<file path="config.mk">
export PLATFORM = sky130hd
export DESIGN_NAME = reg_writeback_unit_flat
export DESIGN_NICKNAME = d
export VERILOG_FILES = /design/src/rtl/reg_writeback_unit_pkg.sv /design/src/rtl/reg_writeback_unit_if.sv /design/src/rtl/reg_writeback_unit_load_formatter.sv /design/src/rtl/reg_writeback_unit.sv /design/src/flat_wrapper.sv
export SDC_FILE = /design/constraint.sdc
export NUM_CORES = 1
export LEC_CHECK = 0
export ABC_AREA = 1
export CORE_MARGIN = 8
export CORE_UTILIZATION = 42
export CTS_CLUSTER_DIAMETER = 120
export DETAILED_ROUTE_END_ITERATION = 16
export PLACE_DENSITY = 0.83
export SLEW_MARGIN = 20
export SYNTH_ARGS = -nofsm -noshare
export SYNTH_HDL_FRONTEND = slang
export SYNTH_SLANG_ARGS = --single-unit
</file>
<file path="constraint.sdc">
create_clock -name CLK -period 2.1 [get_ports CLK]
set_input_delay 0.21 -clock CLK [delete_from_list [all_inputs] [get_ports CLK]]
set_output_delay 0.21 -clock CLK [all_outputs]
set_load 0.05 [all_outputs]
</file>
<file path="src/rtl/reg_writeback_unit_pkg.sv">
// Shared definitions for the writeback slice.
// - Load funct3 encodings consumed by the load formatter.
// - Load FSM state type.
// - Default link register for interrupt-entry PC save.
package reg_writeback_unit_pkg;

    localparam logic [2:0] LB  = 3'b000;
    localparam logic [2:0] LH  = 3'b001;
    localparam logic [2:0] LW  = 3'b010;
    localparam logic [2:0] LBU = 3'b100;
    localparam logic [2:0] LHU = 3'b101;

    typedef enum logic {
        LOAD_IDLE,
        LOAD_WAIT
    } load_state_e;

    localparam int unsigned DEF_IRQ_LINK_REG = 30;

endpackage

</file>
<file path="src/rtl/reg_writeback_unit_if.sv">
// Bundle of EX, data-memory, decode, IRQ and register-file signals around
// the writeback unit.
// - master: the surrounding pipeline (drives EX/MEM/DEC/IRQ requests).
// - slave : the writeback unit (drives RF_*, IRQ_ACK and the stall outputs).
interface reg_writeback_unit_if #(
    parameter int unsigned REG_ADDR_W = 5
);
    logic                  EX_VALID;
    logic                  EX_IS_LOAD;
    logic [REG_ADDR_W-1:0] EX_RD;
    logic [31:0]           EX_RESULT;
    logic [2:0]            EX_FUNCT3;
    logic [1:0]            EX_ADDR_LSB;
    logic                  MEM_BUSY;
    logic [31:0]           MEM_READDATA;
    logic [REG_ADDR_W-1:0] DEC_RS1;
    logic [REG_ADDR_W-1:0] DEC_RS2;
    logic [REG_ADDR_W-1:0] DEC_RD;
    logic                  IRQ_SAVE;
    logic [31:0]           IRQ_PC;
    logic                  IRQ_ACK;
    logic [31:0]           RF_IN;
    logic [REG_ADDR_W-1:0] RF_INADDRESS;
    logic                  RF_WRITE_EN;
    logic                  PIPE_STALL;
    logic                  HAZARD_STALL;

    modport master (
        output EX_VALID, EX_IS_LOAD, EX_RD, EX_RESULT, EX_FUNCT3, EX_ADDR_LSB,
        output MEM_BUSY, MEM_READDATA, DEC_RS1, DEC_RS2, DEC_RD,
        output IRQ_SAVE, IRQ_PC,
        input  IRQ_ACK, RF_IN, RF_INADDRESS, RF_WRITE_EN, PIPE_STALL, HAZARD_STALL
    );

    modport slave (
        input  EX_VALID, EX_IS_LOAD, EX_RD, EX_RESULT, EX_FUNCT3, EX_ADDR_LSB,
        input  MEM_BUSY, MEM_READDATA, DEC_RS1, DEC_RS2, DEC_RD,
        input  IRQ_SAVE, IRQ_PC,
        output IRQ_ACK, RF_IN, RF_INADDRESS, RF_WRITE_EN, PIPE_STALL, HAZARD_STALL
    );

endinterface

</file>
<file path="src/rtl/reg_writeback_unit_load_formatter.sv">
// Combinational load data formatter.
// Ports:
// - funct3 : load type (LB/LH/LW/LBU/LHU; any other code returns the word).
// - lsb    : byte offset of the load address.
// - word   : aligned memory word.
// - data   : byte/halfword extracted and sign/zero-extended.
module load_formatter
    import reg_writeback_unit_pkg::*;
(
    input  logic [2:0]  funct3,
    input  logic [1:0]  lsb,
    input  logic [31:0] word,
    output logic [31:0] data
);

    logic [7:0]  byte_sel;
    logic [15:0] half_sel;

    always_comb begin
        byte_sel = word[{lsb, 3'b000} +: 8];
        half_sel = lsb[1] ? word[31:16] : word[15:0];
        case (funct3)
            LB:      data = {{24{byte_sel[7]}}, byte_sel};
            LBU:     data = {24'h0, byte_sel};
            LH:      data = {{16{half_sel[15]}}, half_sel};
            LHU:     data = {16'h0, half_sel};
            default: data = word;
        endcase
    end

endmodule

</file>
<file path="src/rtl/reg_writeback_unit.sv">
// Writeback stage owning the register file's single write port.
// Merges ALU results, one outstanding non-blocking load and the interrupt
// PC save; keeps a one-entry skid buffer for ALU results that lose the port.
// Ports:
// - CLK, RESET : clock and synchronous active-high reset.
// - bus        : slave side of reg_writeback_unit_if (EX/MEM/DEC/IRQ inputs;
//                registered RF_IN/RF_INADDRESS/RF_WRITE_EN/IRQ_ACK outputs;
//                combinational PIPE_STALL and HAZARD_STALL).
module reg_writeback_unit
    import reg_writeback_unit_pkg::*;
#(
    parameter int unsigned REG_ADDR_W   = 5,
    parameter int unsigned IRQ_LINK_REG = DEF_IRQ_LINK_REG
)(
    input logic                 CLK,
    input logic                 RESET,
    reg_writeback_unit_if.slave bus
);

    localparam logic [REG_ADDR_W-1:0] LINK_ADDR = REG_ADDR_W'(IRQ_LINK_REG);

    load_state_e           state_q, state_d;
    logic [REG_ADDR_W-1:0] ld_rd_q;
    logic [2:0]            ld_f3_q;
    logic [1:0]            ld_lsb_q;
    logic                  skid_full_q;
    logic [REG_ADDR_W-1:0] skid_rd_q;
    logic [31:0]           skid_data_q;
    logic [31:0]           rf_in_q;
    logic [REG_ADDR_W-1:0] rf_addr_q;
    logic                  rf_we_q;
    logic                  irq_ack_q;

    logic                  load_outstanding, load_return, load_wr;
    logic                  pipe_stall, accept, accept_load, alu_wr, irq_grant;
    logic                  pending_valid;
    logic [31:0]           ld_data;
    logic                  sel_we, sel_ack, skid_push, skid_pop;
    logic [REG_ADDR_W-1:0] sel_addr;
    logic [31:0]           sel_data;

    load_formatter u_fmt (
        .funct3 (ld_f3_q),
        .lsb    (ld_lsb_q),
        .word   (bus.MEM_READDATA),
        .data   (ld_data)
    );

    always_comb begin
        load_outstanding = (state_q == LOAD_WAIT);
        load_return      = load_outstanding & ~bus.MEM_BUSY;
        // A load to x0 still completes but never claims the write port.
        load_wr          = load_return & (|ld_rd_q);
        pipe_stall       = skid_full_q | (bus.EX_VALID & bus.EX_IS_LOAD & load_outstanding);
        accept           = bus.EX_VALID & ~pipe_stall;
        accept_load      = accept & bus.EX_IS_LOAD;
        alu_wr           = accept & ~bus.EX_IS_LOAD & (|bus.EX_RD);
        irq_grant        = bus.IRQ_SAVE & ~load_outstanding & ~skid_full_q & ~accept;
        // Scoreboard entry clears in the return cycle so decode can proceed.
        pending_valid    = load_outstanding & ~load_return & (|ld_rd_q);
    end

    assign bus.PIPE_STALL   = pipe_stall;
    assign bus.HAZARD_STALL = pending_valid &
                              ((bus.DEC_RS1 == ld_rd_q) |
                               (bus.DEC_RS2 == ld_rd_q) |
                               (bus.DEC_RD  == ld_rd_q));

    always_comb begin
        state_d = state_q;
        case (state_q)
            LOAD_IDLE: if (accept_load)   state_d = LOAD_WAIT;
            LOAD_WAIT: if (!bus.MEM_BUSY) state_d = LOAD_IDLE;
            default:                      state_d = LOAD_IDLE;
        endcase
    end

    // Skid full and a new accept are mutually exclusive (full stalls EX), so
    // at most one ALU result is ever competing with the load for the port.
    always_comb begin
        sel_we    = 1'b0;
        sel_ack   = 1'b0;
        sel_addr  = '0;
        sel_data  = '0;
        skid_push = 1'b0;
        skid_pop  = 1'b0;
        if (load_wr) begin
            sel_we    = 1'b1;
            sel_addr  = ld_rd_q;
            sel_data  = ld_data;
            skid_push = alu_wr;
        end else if (skid_full_q) begin
            sel_we    = 1'b1;
            sel_addr  = skid_rd_q;
            sel_data  = skid_data_q;
            skid_pop  = 1'b1;
        end else if (alu_wr) begin
            sel_we    = 1'b1;
            sel_addr  = bus.EX_RD;
            sel_data  = bus.EX_RESULT;
        end else if (irq_grant) begin
            sel_we    = 1'b1;
            sel_ack   = 1'b1;
            sel_addr  = LINK_ADDR;
            sel_data  = bus.IRQ_PC;
        end
    end

    always_ff @(posedge CLK) begin
        if (RESET) state_q <= LOAD_IDLE;
        else       state_q <= state_d;
    end

    always_ff @(posedge CLK) begin
        if (RESET) begin
            ld_rd_q     <= '0;
            ld_f3_q     <= '0;
            ld_lsb_q    <= '0;
            skid_full_q <= 1'b0;
            skid_rd_q   <= '0;
            skid_data_q <= '0;
            rf_in_q     <= '0;
            rf_addr_q   <= '0;
            rf_we_q     <= 1'b0;
            irq_ack_q   <= 1'b0;
        end else begin
            if (accept_load) begin
                ld_rd_q  <= bus.EX_RD;
                ld_f3_q  <= bus.EX_FUNCT3;
                ld_lsb_q <= bus.EX_ADDR_LSB;
            end
            if (skid_push) begin
                skid_full_q <= 1'b1;
                skid_rd_q   <= bus.EX_RD;
                skid_data_q <= bus.EX_RESULT;
            end else if (skid_pop) begin
                skid_full_q <= 1'b0;
            end
            rf_in_q   <= sel_data;
            rf_addr_q <= sel_addr;
            rf_we_q   <= sel_we;
            irq_ack_q <= sel_ack;
        end
    end

    assign bus.RF_IN        = rf_in_q;
    assign bus.RF_INADDRESS = rf_addr_q;
    assign bus.RF_WRITE_EN  = rf_we_q;
    assign bus.IRQ_ACK      = irq_ack_q;

endmodule

</file>
<file path="src/flat_wrapper.sv">
// flat-port wrapper written by rule: the top's interface ports become plain ports
module reg_writeback_unit_flat import reg_writeback_unit_pkg::*;
#(
    parameter int unsigned REG_ADDR_W   = 5,
    parameter int unsigned IRQ_LINK_REG = DEF_IRQ_LINK_REG
)
  (CLK, RESET, bus_EX_VALID, bus_EX_IS_LOAD, bus_EX_RD, bus_EX_RESULT, bus_EX_FUNCT3, bus_EX_ADDR_LSB, bus_MEM_BUSY, bus_MEM_READDATA, bus_DEC_RS1, bus_DEC_RS2, bus_DEC_RD, bus_IRQ_SAVE, bus_IRQ_PC, bus_IRQ_ACK, bus_RF_IN, bus_RF_INADDRESS, bus_RF_WRITE_EN, bus_PIPE_STALL, bus_HAZARD_STALL);
  reg_writeback_unit_if #(.REG_ADDR_W(REG_ADDR_W)) bus_i ();
  input logic CLK;
  input logic RESET;
  input wire logic [$bits(bus_i.EX_VALID)-1:0] bus_EX_VALID;
  input wire logic [$bits(bus_i.EX_IS_LOAD)-1:0] bus_EX_IS_LOAD;
  input wire logic [$bits(bus_i.EX_RD)-1:0] bus_EX_RD;
  input wire logic [$bits(bus_i.EX_RESULT)-1:0] bus_EX_RESULT;
  input wire logic [$bits(bus_i.EX_FUNCT3)-1:0] bus_EX_FUNCT3;
  input wire logic [$bits(bus_i.EX_ADDR_LSB)-1:0] bus_EX_ADDR_LSB;
  input wire logic [$bits(bus_i.MEM_BUSY)-1:0] bus_MEM_BUSY;
  input wire logic [$bits(bus_i.MEM_READDATA)-1:0] bus_MEM_READDATA;
  input wire logic [$bits(bus_i.DEC_RS1)-1:0] bus_DEC_RS1;
  input wire logic [$bits(bus_i.DEC_RS2)-1:0] bus_DEC_RS2;
  input wire logic [$bits(bus_i.DEC_RD)-1:0] bus_DEC_RD;
  input wire logic [$bits(bus_i.IRQ_SAVE)-1:0] bus_IRQ_SAVE;
  input wire logic [$bits(bus_i.IRQ_PC)-1:0] bus_IRQ_PC;
  output wire logic [$bits(bus_i.IRQ_ACK)-1:0] bus_IRQ_ACK;
  output wire logic [$bits(bus_i.RF_IN)-1:0] bus_RF_IN;
  output wire logic [$bits(bus_i.RF_INADDRESS)-1:0] bus_RF_INADDRESS;
  output wire logic [$bits(bus_i.RF_WRITE_EN)-1:0] bus_RF_WRITE_EN;
  output wire logic [$bits(bus_i.PIPE_STALL)-1:0] bus_PIPE_STALL;
  output wire logic [$bits(bus_i.HAZARD_STALL)-1:0] bus_HAZARD_STALL;
  assign bus_i.EX_VALID = bus_EX_VALID;
  assign bus_i.EX_IS_LOAD = bus_EX_IS_LOAD;
  assign bus_i.EX_RD = bus_EX_RD;
  assign bus_i.EX_RESULT = bus_EX_RESULT;
  assign bus_i.EX_FUNCT3 = bus_EX_FUNCT3;
  assign bus_i.EX_ADDR_LSB = bus_EX_ADDR_LSB;
  assign bus_i.MEM_BUSY = bus_MEM_BUSY;
  assign bus_i.MEM_READDATA = bus_MEM_READDATA;
  assign bus_i.DEC_RS1 = bus_DEC_RS1;
  assign bus_i.DEC_RS2 = bus_DEC_RS2;
  assign bus_i.DEC_RD = bus_DEC_RD;
  assign bus_i.IRQ_SAVE = bus_IRQ_SAVE;
  assign bus_i.IRQ_PC = bus_IRQ_PC;
  assign bus_IRQ_ACK = bus_i.IRQ_ACK;
  assign bus_RF_IN = bus_i.RF_IN;
  assign bus_RF_INADDRESS = bus_i.RF_INADDRESS;
  assign bus_RF_WRITE_EN = bus_i.RF_WRITE_EN;
  assign bus_PIPE_STALL = bus_i.PIPE_STALL;
  assign bus_HAZARD_STALL = bus_i.HAZARD_STALL;
  reg_writeback_unit #(.REG_ADDR_W(REG_ADDR_W), .IRQ_LINK_REG(IRQ_LINK_REG)) u_core (.CLK(CLK), .RESET(RESET), .bus(bus_i));
endmodule
</file>
== After elaboration in Yosys (flattened, before gate mapping) ==
Index checks and enable logic that the tools add are counted.
Word-level totals
  flip-flop bits (word level): 88
  bits of input ports: 127
  output and inout port bits: 41
  logic and storage cells: 69
Operators by class
  eq/ne operators: 6
  shift operators: 1
  muxes and demuxes: 22
  bitwise logic cells: 24
  reduce and logical (&&, ||, !) cells: 5
Operator list (count)
  2-to-1 mux 32 bit: 4
  one-hot mux 32 bit (4 select lines): 1
  variable part select 32 x 6 -> 8 bit: 1
  2-to-1 mux 5 bit: 4
  2-to-1 mux 16 bit: 1
  equality test 5 bit: 3
  AND 1 bit: 14
  2-to-1 mux 1 bit: 11
  OR reduction 5 bit: 2
  inverter 1 bit: 7
  equality test 3 bit, second input constant: 2
  OR reduction 4 bit: 1
  equality test 3 x 1 -> 1 bit, second input constant: 1
  logical NOT 3 bit: 1
  bitwise OR 1 bit: 3
  one-hot mux 1 bit (2 select lines): 1
  nonzero test 2 bit: 1

== Logic depth before layout (Yosys ltp) ==
  depth in word-level cells: 11
  depth in mapped cells: 9
  mapped depth without buffers: 9

== By module ==
From an unflattened synthesis, not the netlist that was laid out.
Unflattened totals
  cells, all modules: 888
  area total of the unflattened synthesis: 5331.4 µm²
By module, submodules not included
  reg_writeback_unit: times used 1, cells an instance 729, area an instance 4519.3 µm², sequential area each 1761.7 µm²
  load_formatter: times used 1, cells an instance 159, area an instance 812.0 µm², sequential area each 0.0 µm²

== Worst setup path before layout ==
OpenSTA, ideal clock, no wires.
  path kind: flip-flop to output port
  from: register u_core.state_q (netlist: u_core.load_outstanding)
  to: output bus_PIPE_STALL
  arrival: 1557 ps
  data required time: 1890 ps
  slack: 333 ps
  cell stages (with the launch flop): 3
  buffers on the path: 0
  cells stage by stage: dfxtp_1 -> inv_2 -> o21ai_0
On the way
  longest elaborated chain between the ends: 2
RTL lines
  start: declaration: RTL line reg_writeback_unit.sv:22  | load_state_e state_q, state_d;
  start signal: assignment: RTL line reg_writeback_unit.sv:111  | else state_q <= state_d;
  AND 1 bit: RTL line reg_writeback_unit.sv:54  | pipe_stall = skid_full_q | (bus.EX_VALID & bus.EX_IS_LOAD & load_outstanding);
  bitwise OR 1 bit: RTL line reg_writeback_unit.sv:54
  end: declaration: RTL line flat_wrapper.sv:28  | output wire logic [$bits(bus_i.PIPE_STALL)-1:0] bus_PIPE_STALL;
Every way passes these cells.

== Final worst setup path ==
  from: register u_core.skid_full_q
  to: output bus_PIPE_STALL
On the way
  longest elaborated chain between the ends: 1
RTL lines
  start: declaration: RTL line reg_writeback_unit.sv:26  | logic skid_full_q;
  start signal: assignment: RTL line reg_writeback_unit.sv:119  | skid_full_q <= 1'b0;
  start signal: assignment: RTL line reg_writeback_unit.sv:133  | skid_full_q <= 1'b1;
  start signal: assignment: RTL line reg_writeback_unit.sv:137  | skid_full_q <= 1'b0;
  bitwise OR 1 bit: RTL line reg_writeback_unit.sv:54
Every way passes these cells.

==> flow_summary.yaml <==
placed_design:
  dp_hpwl_um: 12510
  dp_slack_ps: 184.3
  gp_congestion: 0.9329
  dp_cells: 1026
  io_buffer_count: 167
  dpl_cell_area_um2: 6529
critical_path:
  cp-start-kind: "flip-flop"
  crit_chain: "buf_4 > inv_1 > o21ai_0 > buf_12"
  path_class: "reg2out"
  cp_max_fo: 39
  arrival_ps: 1720
  r2r_cells: 7
  cp_slowest_stage_delay_ps: 420
  worst_setup_path_end_kind: "primary output"
  slowest_stage: "buf_4"
  crit_required_ps: 1890
  reg2reg_slack_ps: 370
  r2r-start: "u_core.ld_f3_q[1]$_SDFFE_PP0P_"
  r2r-end: "u_core.bus.RF_IN[17]$_SDFF_PP0_"
floorplan:
  floorplan.initialDensity_pct: 43.20
  core_area_um2: 10840
  die_x_um: 121.6
  ios: 168
  die-area_um2: 14790
  rows: 38
  die_h_um: 121.6
power_and_ir_drop:
  peakVddDrop_mv: 0.3818
  p_leak_nw: 2.963
  power_density_nw_per_um2: 591.2
clocking:
  cts_tree: "done"
  cts_resized: 0
  root_buffer: "clkbuf_8"
  cts_max_level: 3
  cts_buffers: 9
  cts_hold_buf: 0
  cts_sinks: 88
  clk_pin_slew_worst_paths_ps: 90
  clk_latency_ps: 360
  cts.path.max_buffers: 2
  post-cts-setup-buffers: 0
worst_hold_path:
  holdPathEnd: "u_core.bus.RF_IN[31]$_SDFF_PP0_"
  hp-class: "in2reg"
  hold_depth: 3
  hp-start: "bus_IRQ_PC[31]"
sta:
  maxSlewViolCount: 0
  setup_viol: 0
  hold_viol_final: 0
  finalCriticalPeriod_ps: 1930
  final.setup_skew_ps: 11.23
  fmax_mhz: 518.2
  layout_setup_ws_ps: 170.4
  slew_headroom_pct: 58.01
  tns_ps: 0
  tightest_slew_ps: 628.9
  rsz0062_at_grt: "false"
  period_share_pct: 91.89
final_layout:
  diodes: 0
  final_cells: 1042
  layout-drive-gt1-share_pct: 5.100
  finish.instance_area_um2: 6718
  fill_cells: 1019
  area_delta_synth_final_pct: 43.44
  final_nets: 1024
  layout_common_cells: "229 x nand2_1, 165 x clkdlybuf4s50_1, 105 x nor2_1"
  layout_commonest_cell: "nand2_1"
grt:
  grt_start_max_net_pins: 42
  use_met2_pct: 36.00
  use_met1_pct: 27.03
  antenna_found_initial: 0
  grt_use_total_pct: 22.05
  grt_pass1_wl_um: 26140
  grt_pass1_vias: 5252
  overflow: 0
  top_usage_layer: "met2"
  gr-usage-met3_pct: 6.571
route:
  finalWirelength_um: 16590
  ant_nets: 0
  dr.pass1.iters: 5
  route.vias.total: 5431
  wl_per_cell_um: 15.92
  vias_per_cell: 5.212
  drt-initial-drc-count: 603
  drc_errors: 0
run:
  drv_cap: 0
logic_synthesis:
  seq_area_frac_synth_pct: 37.62
  syn-cell-area_um2: 4683
  syn-num-nets: 873
  postSynthAreaPerCell_um2: 6.278
  ys_seq_elements: 88
  syn_inst: 746
  synthDistinctLibCells: 25
  yosys_warnings: 0
run_status:
  outcome: "complete, no violations"
==> sequential cells by signal, indices dropped and copies added, names as in the netlist <==
name / flops
u_core.skid_data_q: 32
u_core.bus.RF_IN: 32
u_core.bus.IRQ_ACK: 1
u_core.ld_rd_q: 5
u_core.bus.RF_WRITE_EN: 1
u_core.skid_full_q: 1
u_core.skid_rd_q: 5
u_core.ld_lsb_q: 2
u_core.load_outstanding: 1
u_core.bus.RF_INADDRESS: 5
u_core.ld_f3_q: 3
==> worst max path at each step <==
stage / startpoint / to / slack [ps] / depth (start not counted)
finish: u_core.skid_full_q$_SDFFE_PP0P_ / bus_PIPE_STALL / 170 / 4
global route: u_core.skid_full_q$_SDFFE_PP0P_ / bus_PIPE_STALL / 80 / 4
CTS: u_core.skid_full_q$_SDFFE_PP0P_ / bus_PIPE_STALL / 170 / 4
detailed placement: bus_EX_RD[1] / u_core.skid_data_q[27]$_SDFFE_PP0P_ / 180 / 8
global placement: bus_MEM_BUSY / u_core.bus.RF_IN[3]$_SDFF_PP0_ / 220 / 7
floorplan: u_core.load_outstanding$_SDFF_PP0_ / bus_PIPE_STALL / 330 / 2
==> area by class of cell <==
class	count	area, µm²	area share [%]
Multi-Input combinational cell	571	2559	38.09
Timing Repair Buffer	188	1887	28.09
Sequential cell	88	1762	26.22
Tap cell	140	175.2	2.608
Inverter	39	146.4	2.179
Clock buffer	11	131.4	1.956
Clock inverter	5	57.56	0.8568
==> worst max-delay path, delay by kind of cell (launching register included) <==
family	cells	cell delay, ps
DFF	1	390
AOI/OAI and AO/OA	1	190
buffers and inverters	3	780
==> layer usage <==
| layer | share of wire (%) | wire length [µm] | vias up |
|---|---|---|---|
| met5 | 0 | 0 | - |
| met4 | 2.5 | 420 | 0 |
| met3 | 9.8 | 1631 | 32 |
| met2 | 46 | 7647 | 252 |
| met1 | 42 | 6889 | 2448 |
| li1 | - | - | 2699 |
==> Yosys cell counts <==
cell | n | area share [%]
nand2_1 | 229 | 18
nor2_1 | 105 | 8.4
nand3_1 | 100 | 11
dfxtp_1 | 88 | 38
o21ai_0 | 53 | 5.7
a21oi_1 | 40 | 4.3
inv_1 | 35 | 2.8
buf_2 | 26 | 2.8
clkbuf_1 | 20 | 1.6
xor2_1 | 10 | 1.9
o21ai_1 | 7 | 0.75
a22oi_1 | 6 | 0.96
o211ai_1 | 6 | 0.96
xnor2_1 | 5 | 0.94
a31oi_1 | 3 | 0.40
inv_2 | 3 | 0.24
nor2_4 | 2 | 0.48
buf_1 | 1 | 0.080
buf_4 | 1 | 0.16
clkinv_1 | 1 | 0.080
nand2_2 | 1 | 0.13
nand4_1 | 1 | 0.13
nor2_2 | 1 | 0.13
nor3_2 | 1 | 0.21
nor3b_2 | 1 | 0.27
==> logic make-up (layout without fill, tap and decap cells) <==
group           Yosys count  after routing  share of synthesized area, %
simple gates            441            441                         38.82
compound gates          115            115                         13.01
flops                    88             88                         37.62
buf+inv                  87            243                         7.748
xor+xnor                 15             15                         2.805
==> metrics by stage <==
step,utilization [%],hold slack (ps),power (mW)
after floorplan,-,336.3,2.339
after global placement,60.23,462.5,2.827
after detailed placement,60.23,459.6,2.827
after CTS,61.97,406.3,3.984
after global routing,61.97,411.6,4.142
final,61.97,412.9,3.971
==> report_power, final <==
| group | switching [mW] | total [mW] | internal (mW) |
|---|---|---|---|
| logic | 0.569 | 1.03 | 0.458 |
| clock network | 0.625 | 1.17 | 0.549 |
| registers | 0.0369 | 1.77 | 1.73 |
No activity file was read; power rests on OpenSTA's default activity.
